File: config.mk
export PLATFORM = sky130hd
export DESIGN_NAME = decoder3to8_reg
export DESIGN_NICKNAME = d
export VERILOG_FILES = /design/src/rtl/decoder_pkg.sv /design/src/rtl/decode_core_3to8.sv /design/src/rtl/decoder3to8_reg.sv
export SDC_FILE = /design/constraint.sdc
export NUM_CORES = 1
export LEC_CHECK = 0
export BUFFER_PORTS_ARGS = -buffer_cell sky130_fd_sc_hd__clkbuf_2
export CORE_AREA = 2 2 39 41
export CTS_CLUSTER_DIAMETER = 30
export DETAILED_ROUTE_END_ITERATION = 16
export DIE_AREA = 0 0 41 43
export SLEW_MARGIN = 20
export SYNTH_ARGS = -nofsm -noshare
export SYNTH_HDL_FRONTEND = slang
export SYNTH_SLANG_ARGS = --single-unit
File: constraint.sdc
create_clock -name clk -period 0.8 [get_ports clk]
set_clock_uncertainty 0.05 [all_clocks]
set_input_delay 0.04 -clock clk [delete_from_list [all_inputs] [get_ports clk]]
set_output_delay 0.04 -clock clk [all_outputs]
set_load 0.1 [all_outputs]
File: src/rtl/decoder_pkg.sv
// Shared widths and decode helpers for the 3-to-8 strobe decoder family.
package decoder_pkg;

   localparam int SEL_W = 3;
   localparam int OUT_W = 8;

   function automatic logic [OUT_W-1:0] onehot8(input logic [SEL_W-1:0] sel);
      logic [OUT_W-1:0] word;
      word      = '0;
      word[sel] = 1'b1;
      return word;
   endfunction

   // Word presented while no line may be asserted (reset).
   function automatic logic [OUT_W-1:0] idle_word(input logic active_low);
      return active_low ? {OUT_W{1'b1}} : {OUT_W{1'b0}};
   endfunction

   function automatic logic [OUT_W-1:0] apply_polarity(input logic [OUT_W-1:0] onehot,
                                                       input logic            active_low);
      return active_low ? ~onehot : onehot;
   endfunction

endpackage

File: src/rtl/decode_core_3to8.sv
// Purely combinational 3-bit select to 8-bit one-hot decode.
module decode_core_3to8
   import decoder_pkg::*;
(
   input  logic [SEL_W-1:0] sel,
   output logic [OUT_W-1:0] onehot
);

   assign onehot = onehot8(sel);

endmodule

File: src/rtl/decoder3to8_reg.sv
// Registered (or optionally combinational) 3-to-8 one-hot strobe decoder.
// en is the bank select (MSB of the index), not a gating enable.
module decoder3to8_reg
   import decoder_pkg::*;
#(
   parameter int OUT_REG        = 1,
   parameter int OUT_ACTIVE_LOW = 0
)
(
   input  logic             clk,
   input  logic             rst,
   input  logic             en,
   input  logic             a,
   input  logic             b,
   output logic [OUT_W-1:0] out
);

   localparam logic             ACTIVE_LOW = (OUT_ACTIVE_LOW != 0);
   localparam logic [OUT_W-1:0] OUT_IDLE   = idle_word(ACTIVE_LOW);

   logic [SEL_W-1:0] sel_p0;
   logic [OUT_W-1:0] onehot_p0;
   logic [OUT_W-1:0] word_p0;

   // Stage p0: index formation, decode and polarity
   assign sel_p0 = {en, a, b};

   decode_core_3to8 u_core (
      .sel    (sel_p0),
      .onehot (onehot_p0)
   );

   assign word_p0 = apply_polarity(onehot_p0, ACTIVE_LOW);

   // Stage p1: optional output register; reset overrides the decode in both variants
   generate
      if (OUT_REG != 0) begin : g_reg
         logic [OUT_W-1:0] out_p1;

         always_ff @(posedge clk) begin
            if (rst) out_p1 <= OUT_IDLE;
            else     out_p1 <= word_p0;
         end

         assign out = out_p1;
      end else begin : g_comb
         logic unused_clk;
         assign unused_clk = clk;
         assign out        = rst ? OUT_IDLE : word_p0;
      end
   endgenerate

endmodule

* After elaboration in Yosys (flattened, before gate mapping)
Cells that the tools add are included.
** Storage, ports and cells
- Output and inout port bits :: 8
- Bits in registers :: 8
- Input port bits :: 5
- Word-level logic and storage cells :: 6
** Cells by class
- Multiplexer cells :: 2
- $lt $le $gt $ge :: 2
- Reduce and logical (&&, ||, !) cells :: 1
** Operator list (count)
- 3-bit by 4-bit < comparator with 1-bit output (second input constant) :: 1
- 1-bit demux with 3-bit select :: 1
- 3-bit by 1-bit greater-or-equal comparator with 1-bit output (second input constant) :: 1
- 1-bit logical AND :: 1
- 1-bit two-way mux :: 1

* Logic depth before layout (Yosys ltp)
- Depth in word-level cells :: 4
- Depth in mapped cells :: 1
- Depth with buffers taken out :: 1

* Cells and area by module
From an unflattened synthesis, not the netlist that was laid out.
** Second synthesis, totals
- Cells, all modules :: 24
- Area, all modules :: 275.3 sq um
** By module, submodules not included
- decoder3to8_reg :: cells each 16, sequential area each 160.2 sq um, instances 1, area each 210.2 sq um
- decode_core_3to8 :: cells each 8, sequential area each 0.0 sq um, instances 1, area each 65.1 sq um

* Worst setup path after synthesis
OpenSTA, ideal clock, no wires.
- Kind :: register to output
- From :: reg g_reg.out_p1[0], in the netlist out[0]
- To :: out out[0]
- Cell stages (with the launch flop) :: 1
- Required time :: 0.710 ns
- Arrival :: 0.909 ns
- Slack :: -0.199 ns
- Cells stage by stage :: dfxtp_1
** RTL lines
- from (decl) :: line decoder3to8_reg.sv:38 : logic [OUT_W-1:0] out_p1;
- from (signal assigned) :: line decoder3to8_reg.sv:42 : else out_p1 <= word_p0;
- to (decl) :: line decoder3to8_reg.sv:15 : output logic [OUT_W-1:0] out
No word-level cell between the ends.

* Worst setup path after layout
- From :: reg g_reg.out_p1[3], in the netlist out[3]
- To :: out out[3]
No word-level cell between the ends.

==> run_results.csv <==
group,metric,value,unit
sta,hold_viol,2,
die,start_util,0.174,
synthesis,yosysUniqueCellTypes,6,
synthesis,netlist.area_leader.share,0.667,
global_route,grt-ovfl-total,0,
place,routabilityCongestion,0.550,
clocking,cts_tree,"yes",
clocking,numCtsBuffers,3,
sta,tightest_slew,0.267,ns
critical_path,arrival,0.75,ns
die,die_width,41,um
critical_path,max_stage_delay,0.33,ns
layout,area_delta_synth_final,96.9,%
synthesis,yosys-top-cells-area,"dfxtp_1, nor4b_1, and4bb_1",
sta,max_freq,1.20,GHz
power,ir_drop,0.000399,V
global_route,grt_start_max_net_pins,9,
sta,hold_slack,-0.00255,ns
layout,largest_reg_flops,8,
sta,period_minus_slack,0.836,ns
routing,routedWlPerCell,9.30,um
clocking,cts.htree.levels,1,
critical_path,crit_chain,"buf_12",
power,powerDensity,1830,mW/mm^2
routing,vias,187,
critical_path,critPathMaxFanout,1,
sta,fin_crit_sh,1.05,
place,io_buffer_count,12,
synthesis,yosysWarnings,0,
synthesis,syn_nets,21,
critical_path,cp-endpoint,"out[3]",
synthesis,synthesis.area,240,sq um
layout,drive_gt1_frac,0.774,
layout,final_cell_area,473,sq um
critical_path,slowest_stage,"dfxtp_2",
routing,firstDrtPassIters,2,
flow_run,cap_violations,0,
global_route,grt_first_pass_wirelength,607,um
layout,n_fill_cell,140,
layout,insertedDiodeCount,0,
die,fp.dieH,43,um
layout,utilization,0.342,
clocking,cts_resized,0,
critical_path,required,0.71,ns
routing,routed_wl,437,um
clocking,cts_max_path_buffers,2,
clocking,cts-root-buf,"clkbuf_4",
critical_path,startpoint,"out[3]$_SDFF_PP0_",
status,outcome,"complete, but fails checks",
routing,ant_nets,0,
min_path,hold_class,"input pin to flop",
die,core,0.00138,sq mm
routing,drc,0,
clocking,clock-sinks,8,
sta,timing.final.ws_setup,-0.0360,ns
routing,drtIter0Drc,2,
layout,final_nets,38,
power,leakagePower,0.192,nW
synthesis,ys_seq_area_frac,0.667,
sta,setup_viol,8,
sta,fin_setup_tns,-0.281,ns
global_route,first_global_vias,169,
critical_path,path_depth,1,
synthesis,yosysTopAreaCell,"dfxtp_1",
global_route,grt_usage,0.0634,
die,num_rows,14,
die,die-area,0.00176,sq mm
critical_path,cp-start-kind,"flop",
critical_path,path_buf_inv,1,
critical_path,endpoint_kind,"output pin",
sta,slew_headroom,0.819,
die,io_pins,13,
layout,instances_no_fill,47,
status,violations,"negative hold slack, negative setup slack",
layout,final_cell_mix,"dfxtp_2, buf_12, clkbuf_2",
place,dpl.cell_count,44,
sta,final_max_slew_viol_count,0,
sta,rsz0062_at_grt,"yes",
clocking,clk_pin_slew,0.05,ns
place,placed_area,450,sq um
critical_path,crit_type,"flop to output pin",
global_route,grt_antenna_before_repair,0,
synthesis,syn_inst,16,
critical_path,crit_family,"flip-flops",
synthesis,syn_area_per_cell,15.0,sq um
routing,routed_via_density,3.98,
synthesis,synth_seq_cells,8,
## through the flow
step,power (mW),setup slack [ns]
2_1_floorplan,0.515,0.0842
3_3_place_gp,0.588,0.124
3_5_place_dp,0.589,0.135
4_1_cts,0.886,-0.0532
5_1_grt,0.903,-0.0681
6_report,0.865,-0.0360
## cells by family after synthesis
group | after synthesis | synth area share
flip-flops | 8 | 0.667
AND/OR/NAND/NOR | 8 | 0.333
## area by class of cell
cell class                 count  area [sq um]  area share
clock buffer                   3          22.5      0.0476
multi-input combinational      8          80.1       0.169
sequential                     8           170       0.360
timing repair buffer          12           180       0.381
tap                           16          20.0      0.0423
## where the power goes
group          switching [mW]  internal (mW)  total [mW]
sequential            0.00808          0.413       0.421
combinational           0.102         0.0585       0.160
clock                   0.114          0.170       0.284
## what timing repair did
action | in CTS | in global routing
buffers inserted | 0 | 0
hold endpoints to repair | 4 | 2
endpoints found under the setup margin | 8 | 8
## routing by layer
layer | up-vias | share of wire | wire length, um | GRT usage
met5 | - | 0 | 0 | 0
li1 | 96 | - | - | -
met3 | 2 | 0.16 | 72 | 0.0262
met2 | 13 | 0.45 | 198 | 0.0781
met1 | 76 | 0.36 | 157 | 0.0388
met4 | 0 | 0.018 | 8 | 0.140
## how the worst min path moves through the flow
stage,cells after the start,slack (ns),start,end
after floorplan,1,0.05,rst,out[0]$_SDFF_PP0_
after global placement,2,0.24,en,out[2]$_SDFF_PP0_
after detailed placement,2,0.25,b,out[0]$_SDFF_PP0_
after CTS,2,-0.02,b,out[0]$_SDFF_PP0_
after global routing,2,-0.007,b,out[2]$_SDFF_PP0_
final,2,-0.003,b,out[0]$_SDFF_PP0_
## synthesized netlist by cell type
master,number
and4b_1,1
nor4_1,1
and4bb_2,1
dfxtp_1,8
nor4b_1,3
and4bb_1,2
No activity file was read; power rests on OpenSTA's default activity.
